File: src/rtl/cpu_trace_pkg.sv
// cpu_trace_pkg: shared state/cause encodings and record-width helper for the
// CPU trace monitor.
package cpu_trace_pkg;

   typedef enum logic [1:0] {
      ST_IDLE = 2'd0,
      ST_RUN  = 2'd1,
      ST_DONE = 2'd2
   } mon_state_t;

   typedef enum logic [1:0] {
      HC_NONE    = 2'd0,
      HC_TIMEOUT = 2'd1,
      HC_HALT    = 2'd2,
      HC_STOP    = 2'd3
   } halt_cause_t;

   // Width of one trace record: {timestamp, pc, channels}.
   function automatic int REC_W(input int cnt_w, input int pc_w,
                                input int nch, input int data_w);
      return cnt_w + pc_w + nch * data_w;
   endfunction

endpackage

File: src/rtl/trace_fifo.sv
// trace_fifo: first-word fall-through FIFO for trace records. The head word is
// visible on dout whenever the FIFO is non-empty; dout reads zero when empty.
// A push into a full FIFO is accepted only if a pop happens in the same cycle.
module trace_fifo #(
   parameter int DEPTH = 16,
   parameter int WIDTH = 8
) (
   input  logic                    clk,
   input  logic                    rst,
   input  logic                    flush,
   input  logic                    push,
   input  logic [WIDTH-1:0]        din,
   output logic                    full,
   input  logic                    pop,
   output logic [WIDTH-1:0]        dout,
   output logic                    empty,
   output logic [$clog2(DEPTH):0]  count
);

   localparam int AW = $clog2(DEPTH);
   localparam logic [AW:0] FULL_LVL = DEPTH[AW:0];

   logic [WIDTH-1:0] mem [DEPTH];
   logic [AW-1:0]    wr_ptr;
   logic [AW-1:0]    rd_ptr;
   logic             do_push;
   logic             do_pop;

   assign empty   = (count == '0);
   assign full    = (count == FULL_LVL);
   assign do_pop  = pop && !empty;
   assign do_push = push && (!full || do_pop);
   assign dout    = empty ? '0 : mem[rd_ptr];

   // Pointer and level bookkeeping; flush discards contents like a reset.
   always_ff @(posedge clk) begin
      if (rst || flush) begin
         wr_ptr <= '0;
         rd_ptr <= '0;
         count  <= '0;
      end else begin
         if (do_push) wr_ptr <= wr_ptr + 1'b1;
         if (do_pop)  rd_ptr <= rd_ptr + 1'b1;
         case ({do_push, do_pop})
            2'b10:   count <= count + 1'b1;
            2'b01:   count <= count - 1'b1;
            default: count <= count;
         endcase
      end
   end

   // Storage array; not reset, empty masking keeps dout clean.
   always_ff @(posedge clk) begin
      if (do_push) mem[wr_ptr] <= din;
   end

endmodule

File: src/rtl/cpu_trace_monitor.sv
// cpu_trace_monitor: samples committed PC and debug channels during a run,
// buffers timestamped records in a FWFT FIFO, and ends the run on stop,
// a halt loop (repeated identical PC) or a cycle timeout.
module cpu_trace_monitor
   import cpu_trace_pkg::*;
#(
   parameter int PC_W        = 32,
   parameter int DATA_W      = 32,
   parameter int NCH         = 2,
   parameter int DEPTH       = 16,
   parameter int CNT_W       = 32,
   parameter int MAX_CYCLES  = 1000000000,
   parameter int HALT_REPEAT = 4
) (
   input  logic                                clk,
   input  logic                                rst,
   input  logic                                start,
   input  logic                                commit_valid,
   input  logic [PC_W-1:0]                     debug_pc,
   input  logic [NCH*DATA_W-1:0]               debug_rf_data,
   input  logic                                only_on_change,
   output logic                                trace_valid,
   input  logic                                trace_ready,
   output logic [CNT_W+PC_W+NCH*DATA_W-1:0]    trace_data,
   output logic                                running,
   output logic                                done,
   output logic [1:0]                          halt_cause,
   input  logic                                stop,
   output logic                                overflow,
   output logic [15:0]                         drop_count
);

   localparam int RW    = REC_W(CNT_W, PC_W, NCH, DATA_W);
   localparam int RPT_W = (HALT_REPEAT < 2) ? 2 : $clog2(HALT_REPEAT + 1);

   mon_state_t                  state;
   halt_cause_t                 cause_q;
   logic [CNT_W-1:0]            cyc_cnt;
   logic [PC_W-1:0]             prev_pc;
   logic [RPT_W-1:0]            rpt_cnt;
   logic [RPT_W-1:0]            rpt_nxt;
   logic [NCH-1:0][DATA_W-1:0]  cur_ch;
   logic [NCH-1:0][DATA_W-1:0]  last_ch;
   logic [NCH-1:0]              ch_diff;
   logic                        seen_rec;

   logic                        is_run;
   logic                        commit;
   logic                        rec_req;
   logic                        pop;
   logic                        drop;
   logic                        flush;
   logic                        stop_hit;
   logic                        halt_hit;
   logic                        tmo_hit;

   logic                        fifo_full;
   logic                        fifo_empty;
   logic [$clog2(DEPTH):0]      fifo_lvl_unused;
   logic [RW-1:0]               rec_word;

   assign cur_ch = debug_rf_data;

   // Per-channel change detect against the last recorded values.
   genvar k;
   generate
      for (k = 0; k < NCH; k++) begin : g_ch
         assign ch_diff[k] = (cur_ch[k] != last_ch[k]);
      end
   endgenerate

   assign is_run  = (state == ST_RUN);
   assign commit  = commit_valid && is_run;
   // First commit of a run always records, even in change-only mode.
   assign rec_req = commit && (!only_on_change || !seen_rec || (|ch_diff));

   // Length of the current streak of identical committed PCs (saturating).
   // A cleared count on run entry makes the first commit yield 1 regardless
   // of the stale prev_pc.
   assign rpt_nxt = (debug_pc == prev_pc) ?
                    ((rpt_cnt == '1) ? rpt_cnt : rpt_cnt + 1'b1) :
                    RPT_W'(1);

   assign stop_hit = is_run && stop;
   assign halt_hit = (HALT_REPEAT != 0) && commit && (rpt_nxt == RPT_W'(HALT_REPEAT));
   assign tmo_hit  = (MAX_CYCLES != 0) && is_run && (cyc_cnt == CNT_W'(MAX_CYCLES - 1));

   assign trace_valid = !fifo_empty;
   assign pop         = trace_valid && trace_ready;
   assign drop        = rec_req && fifo_full && !pop;
   assign flush       = start && !is_run;
   assign rec_word    = {cyc_cnt, debug_pc, debug_rf_data};
   assign halt_cause  = cause_q;

   // Run FSM with registered status outputs, counters and filter state.
   always_ff @(posedge clk) begin
      if (rst) begin
         state      <= ST_IDLE;
         running    <= 1'b0;
         done       <= 1'b0;
         cause_q    <= HC_NONE;
         cyc_cnt    <= '0;
         prev_pc    <= '0;
         rpt_cnt    <= '0;
         last_ch    <= '0;
         seen_rec   <= 1'b0;
         overflow   <= 1'b0;
         drop_count <= '0;
      end else begin
         case (state)
            ST_IDLE, ST_DONE: begin
               if (start) begin
                  state      <= ST_RUN;
                  running    <= 1'b1;
                  done       <= 1'b0;
                  cause_q    <= HC_NONE;
                  cyc_cnt    <= '0;
                  rpt_cnt    <= '0;
                  last_ch    <= '0;
                  seen_rec   <= 1'b0;
                  overflow   <= 1'b0;
                  drop_count <= '0;
               end
            end
            ST_RUN: begin
               cyc_cnt <= cyc_cnt + 1'b1;
               if (commit) begin
                  rpt_cnt <= rpt_nxt;
                  prev_pc <= debug_pc;
               end
               if (rec_req) begin
                  last_ch  <= cur_ch;
                  seen_rec <= 1'b1;
               end
               if (drop) begin
                  overflow <= 1'b1;
                  if (drop_count != 16'hFFFF) drop_count <= drop_count + 16'd1;
               end
               if (stop_hit || halt_hit || tmo_hit) begin
                  state   <= ST_DONE;
                  running <= 1'b0;
                  done    <= 1'b1;
                  if (stop_hit)      cause_q <= HC_STOP;
                  else if (halt_hit) cause_q <= HC_HALT;
                  else               cause_q <= HC_TIMEOUT;
               end
            end
            default: begin
               state   <= ST_IDLE;
               running <= 1'b0;
               done    <= 1'b0;
            end
         endcase
      end
   end

   // Record buffer; level output is a debug tap not needed here.
   trace_fifo #(
      .DEPTH (DEPTH),
      .WIDTH (RW)
   ) u_fifo (
      .clk   (clk),
      .rst   (rst),
      .flush (flush),
      .push  (rec_req),
      .din   (rec_word),
      .full  (fifo_full),
      .pop   (pop),
      .dout  (trace_data),
      .empty (fifo_empty),
      .count (fifo_lvl_unused)
   );

endmodule

File: config.mk
export PLATFORM = sky130hd
export DESIGN_NAME = cpu_trace_monitor
export DESIGN_NICKNAME = d
export VERILOG_FILES = /design/src/rtl/cpu_trace_pkg.sv /design/src/rtl/trace_fifo.sv /design/src/rtl/cpu_trace_monitor.sv
export SDC_FILE = /design/constraint.sdc
export NUM_CORES = 2
export LEC_CHECK = 0
export CAP_MARGIN = 25
export CORE_MARGIN = 8
export CORE_UTILIZATION = 66
export CTS_CLUSTER_SIZE = 30
export DETAILED_ROUTE_END_ITERATION = 6
export PLACE_DENSITY = 0.81
export SYNTH_ARGS = -nofsm -noshare
export SYNTH_HDL_FRONTEND = slang
export SYNTH_SLANG_ARGS = --single-unit
File: constraint.sdc
create_clock -name clk -period 19.6 [get_ports clk]
set_clock_uncertainty 0.2 [all_clocks]
set_input_delay 2.94 -clock clk [delete_from_list [all_inputs] [get_ports clk]]
set_output_delay 2.94 -clock clk [all_outputs]
set_load 0.02 [all_outputs]
=== Yosys cells after proc, flatten, opt, wreduce, memory -nomap -nowiden ===
Memory sizes are Yosys's and may differ from the RTL's. A register that Yosys moved wholly into a read port is not among the register bits.
Index checks and enable logic that the tools add are counted.
Widths: inputs -> output; s select.

* $add $sub $neg: 7
* Eq/ne operators: 18
* Mux-type cells: 38
* Reductions and logical operators: 37

{| class="wikitable"
|+ Operators with widths
! operator !! count
|-
| $mux 128 || 1
|-
| $mux 64 || 2
|-
| $pmux 64 s2 || 1
|-
| $ne 32x32->1 || 2
|-
| $pmux 32 s2 || 1
|-
| $mux 16 || 3
|-
| $add 32x1->32 const B || 1
|-
| $eq 32x30->1 const B || 1
|-
| $eq 32x32->1 || 1
|-
| $mux 32 || 1
|-
| $pmux 16 s2 || 1
|-
| $add 16x1->16 const B || 1
|-
| $ne 16x16->1 const B || 1
|-
| $mux 2 || 6
|-
| $mux 3 || 4
|-
| $reduce_and 3->1 || 4
|-
| $logic_and 1x1->1 || 11
|-
| $ne 2x1->1 const B || 5
|-
| $pmux 5 s2 || 1
|-
| $add 4x1->4 const B || 2
|-
| $mux 1 || 8
|-
| $mux 4 || 2
|-
| $pmux 1 s2 || 4
|-
| $pmux 2 s2 || 2
|-
| other kinds (17) || 34
|}

* Register bits: 168
* Memory bits (writable): 2048
* Input bits: 103
* Output and inout port bits: 150
* Word-level logic and storage cells: 116
* Memories kept: 1

{| class="wikitable"
|+ Memories
! name !! depth !! bits a word !! read ports !! clocked after memory_dff !! wr ports !! line !! source
|-
| u_fifo.mem || 16 || 128 || 1 || 1 || 1 || trace_fifo.sv:23 || <nowiki>logic [WIDTH-1:0] mem [DEPTH];</nowiki>
|}

=== Depth between registers and ports, before layout ===
* Depth after elaboration: 9
* Depth in mapped cells: 14
* Depth with buffers taken out: 12

=== Modules after synthesis ===
A second synthesis with hierarchy kept.

* Cell total of the unflattened synthesis: 4205
* Area, all modules: 85335.6 µm²

{| class="wikitable"
|+ By module, submodules not included
! module !! times used !! cells an instance !! area each (µm²) !! seq. area each (µm²)
|-
| trace_fifo || 1 || 3259 || 77885.9 || 61839.3
|-
| cpu_trace_monitor || 1 || 946 || 7449.6 || 3083.0
|}

=== Worst setup path after synthesis ===
Ideal clock, no wire load.

* Kind: input to register
* Start: input debug_rf_data[19]
* End: memory u_fifo.mem[3][0] (netlist name), enable pin
* Library setup time: 0.771 ns
* Arrival time: 12.507 ns
* Data required time: 18.629 ns
* Slack: 6.122 ns
* Stages: 8
* Path buffers: 1
* Cells stage by stage: nand2b_1 > nand4_1 > nor4_1 > nand4_1 > o21a_1 > buf_2 > nand3_1 > nor3_1

* Word-level cells in the longest chain between the ends: 7

{| class="wikitable"
|+ RTL lines
! what !! line !! source
|-
| start: declaration || cpu_trace_monitor.sv:20 || <nowiki>input logic [NCH*DATA_W-1:0] debug_rf_data,</nowiki>
|-
| $ne 32x32->1 || cpu_trace_monitor.sv:68 || <nowiki>assign ch_diff[k] = (cur_ch[k] != last_ch[k]);</nowiki>
|-
| $reduce_or 2->1 || cpu_trace_monitor.sv:75 || <nowiki>assign rec_req = commit && (!only_on_change || !seen_rec || (|ch_diff));</nowiki>
|-
| $logic_or 1x1->1 || cpu_trace_monitor.sv:75 ||
|-
| $logic_and 1x1->1 || cpu_trace_monitor.sv:75 ||
|-
| $logic_and 1x1->1 || trace_fifo.sv:32 || <nowiki>assign do_push = push && (!full || do_pop);</nowiki>
|-
| $mux 1 || trace_fifo.sv:54 || <nowiki>if (do_push) mem[wr_ptr] <= din;</nowiki>
|-
| $mux 1 (not written as such) || trace_fifo.sv:54 ||
|-
| end: declaration || trace_fifo.sv:23 ||
|}

Every way passes these cells.

==> flow_summary.json <==
{
  "outcome": "complete, no violations",
  "synth_edf_count": 2048,
  "nFillCells": 6651,
  "power_leakage_uw": 0.02937,
  "drt-pass1-iter-count": 6,
  "clkSinkCount": 2219,
  "cp-end-kind": "output pin",
  "die_h_microns": 376.6,
  "cts-resized-gates": 0,
  "crit_path_max_fanout": 115,
  "finalPower_uw": 9390,
  "synth_cells": 4056,
  "antenna_found_initial": 24,
  "fin_crit_sh_pct": 47.23,
  "hp-start": "prev_pc[24]",
  "comb_power_share_pct": 3.5,
  "gp_congestion": 0.8692,
  "gr-total-overflow": 0,
  "worst_slew_pin_slew_ps": 1138,
  "ant_nets": 0,
  "hold_viol_final": 0,
  "synth_warnings": 0,
  "cts_buffers": 206,
  "dp_hpwl_mm": 104.2,
  "drc_errors": 0,
  "port_buffers": 252,
  "drtIter0Drc": 6071,
  "syn_to_final_growth_pct": 13.34,
  "multiInputGateArea_sq_mm": 0.02014,
  "die-area_sq_mm": 0.1418,
  "post_cts_buffers": 0,
  "rsz0062_at_grt": "false",
  "path_clk_slew_ps": 60,
  "synth.top_cell.area_share_pct": 71.66,
  "switching_share_pct": 20.18,
  "ir_worst_vdd_mv": 0.08286,
  "wl_per_cell_microns": 33.49,
  "cp.arrival_ps": 6120,
  "netlist_area_sq_mm": 0.08582,
  "clkPwrFrac_pct": 41.4,
  "synthTopCellsByArea": "edfxtp_1, mux4_2, dfxtp_1, and2_1, xnor2_1",
  "die_w_microns": 376.6,
  "synth_seq_cells": 2219,
  "cts_max_path_buffers": 3,
  "max_freq_mhz": 108.0,
  "seq_area_sq_mm": 0.06494,
  "io-pin-count": 253,
  "power.net_switching_uw": 1895,
  "crit_type": "reg2out",
  "clk_latency_ps": 830,
  "critPathRequiredTime_ps": 16460,
  "finalMaxSlewViolations": 0,
  "finalSetupTns_ps": 0,
  "synth.yosys.seq_area_share_pct": 75.65,
  "cts_tree": "yes",
  "syn_nets": 4171,
  "async_flop_share_pct": 0,
  "grt_pass1_vias": 44890,
  "core_area_sq_mm": 0.1293,
  "detail_route.vias_per_cell": 6.969,
  "reg2reg_from": "state[0]",
  "h-tree-depth": 4,
  "p_seq_share_pct": 55.2,
  "rows": 132,
  "hold_buffers": 0,
  "vias": 44020,
  "drv_cap": 0,
  "synth.avg_cell_area_sq_um": 21.16,
  "grt_pass1_wl_mm": 306.3,
  "wirelength_mm": 211.5,
  "start_kind": "register",
  "power_density_mw_per_mm2": 96.53,
  "grt_max_degree": 151,
  "maxSlewHeadroom_pct": 24.12,
  "initial_core_util_pct": 66.37,
  "finalSetupViolCount": 0,
  "fin_nets": 4498,
  "ys.flop_type": "edfxtp_1",
  "ys_types": 60,
  "cts-root-buf": "clkbuf_16",
  "final.min_clock_period_ps": 9258,
  "p_int_uw": 7495,
  "drive_gt1_share_pct": 23.26,
  "synth_top_area_cell": "edfxtp_1",
  "min_path_type": "reg2reg",
  "grt_use_total_pct": 29.83
}
power by group through the flow:
stage          sequential [uW]  clock (uW)  combinational [uW]
6_report                  5180        3890                 326
5_1_grt                   5180        4090                 343
3_3_place_gp              5280           0                 312
2_1_floorplan             5280           0                 159
3_5_place_dp              5280           0                 320
4_1_cts                   5180        3920                 324
stage by stage:
stage	instance area (sq um)	utilization, %	hold slack, ps	setup slack [ps]	cells
final	97270	75.22	267.1	10340	6317
after global routing	97260	75.21	281.0	9805	6313
after CTS	97160	75.13	268.9	10020	6299
after detailed placement	90600	70.06	259.1	10830	5913
after global placement	90560	70.03	248.3	10950	5911
after floorplan	85820	-	248.8	6122	4056
synthesized netlist by cell type, types with 14 or more instances:
library cell	instances
a21oi_1	140
xnor2_1	86
nand2_1	171
nor2_1	65
inv_1	17
dfxtp_1	171
nand2b_1	37
nor3_1	19
and2_1	129
nand4_1	43
clkbuf_1	141
buf_2	19
edfxtp_1	2048
nor4_1	14
buf_1	54
mux4_2	640
nand3_1	111
per-layer routing:
metal	track usage, %	up-vias	share of wire (%)
met4	9.825	14	2.9
met3	5.878	426	11
li1	-	17440	-
met2	48.26	3130	50
met1	41.79	23020	37
met5	0	-	0.046
sequential cells by signal (all words and copies together), names as in the netlist, 2 cells and up, named ones only:
| name | flops |
|---|---|
| cyc_cnt | 32 |
| u_fifo.rd_ptr | 4 |
| u_fifo.wr_ptr | 4 |
| prev_pc | 32 |
| drop_count | 16 |
| rpt_cnt | 3 |
| u_fifo.count | 5 |
| u_fifo.mem | 2048 |
| halt_cause | 2 |
| last_ch | 64 |
layout make-up:
type / count / area share (%)
Sequential cell: 2219 / 66.76
Multi-Input combinational cell: 1605 / 20.71
Clock buffer: 304 / 6.111
Timing Repair Buffer: 334 / 3.441
Tap cell: 1742 / 2.241
Clock inverter: 82 / 0.6380
Inverter: 17 / 0.06560
Antenna cell: 14 / 0.03602
layout by cell type, fill, tap and decap left out, types with 23 or more instances in the layout:
cell type	count
edfxtp_1	2048
mux4_2	640
clkdlybuf4s50_1	251
clkbuf_16	215
nand2_1	171
dfxtp_1	167
a21oi_1	140
and2_1	128
nand3_1	111
xnor2_1	86
clkbuf_1	66
buf_4	66
nor2_1	53
nand4_1	43
clkinv_2	40
nand2b_1	35
clkinv_1	24
clkbuf_8	23
path summary, 6_finish.rpt:
check / slack [ps] / depth (start not counted) / endpoint
max: 10340 / 7 / trace_data[80]
min: 270 / 2 / prev_pc[24]
max reg2reg: 13680 / 11 / u_fifo.mem[4][13]
min reg2reg: 270 / 2 / prev_pc[24]
kinds of logic after synthesis:
family | after synthesis | share of synthesized area, %
XOR/XNOR | 93 | 0.9491
flip-flops | 2219 | 75.65
multiplexers | 650 | 16.92
adder cells (fa/ha/maj) | 12 | 0.1837
buffers and inverters | 232 | 1.051
AO/OA/AOI/OAI | 195 | 1.261
AND/OR/NAND/NOR | 655 | 3.993
worst max-delay path, cell delays in order, from the launching register on:
cell	delay (ps)
dfxtp_4	880
buf_4	810
buf_12	620
buf_4	840
mux4_2	630
mux4_2	540
and2_1	190
clkdlybuf4s50_1	530
Note: power is estimated with default switching activity, not from simulation.
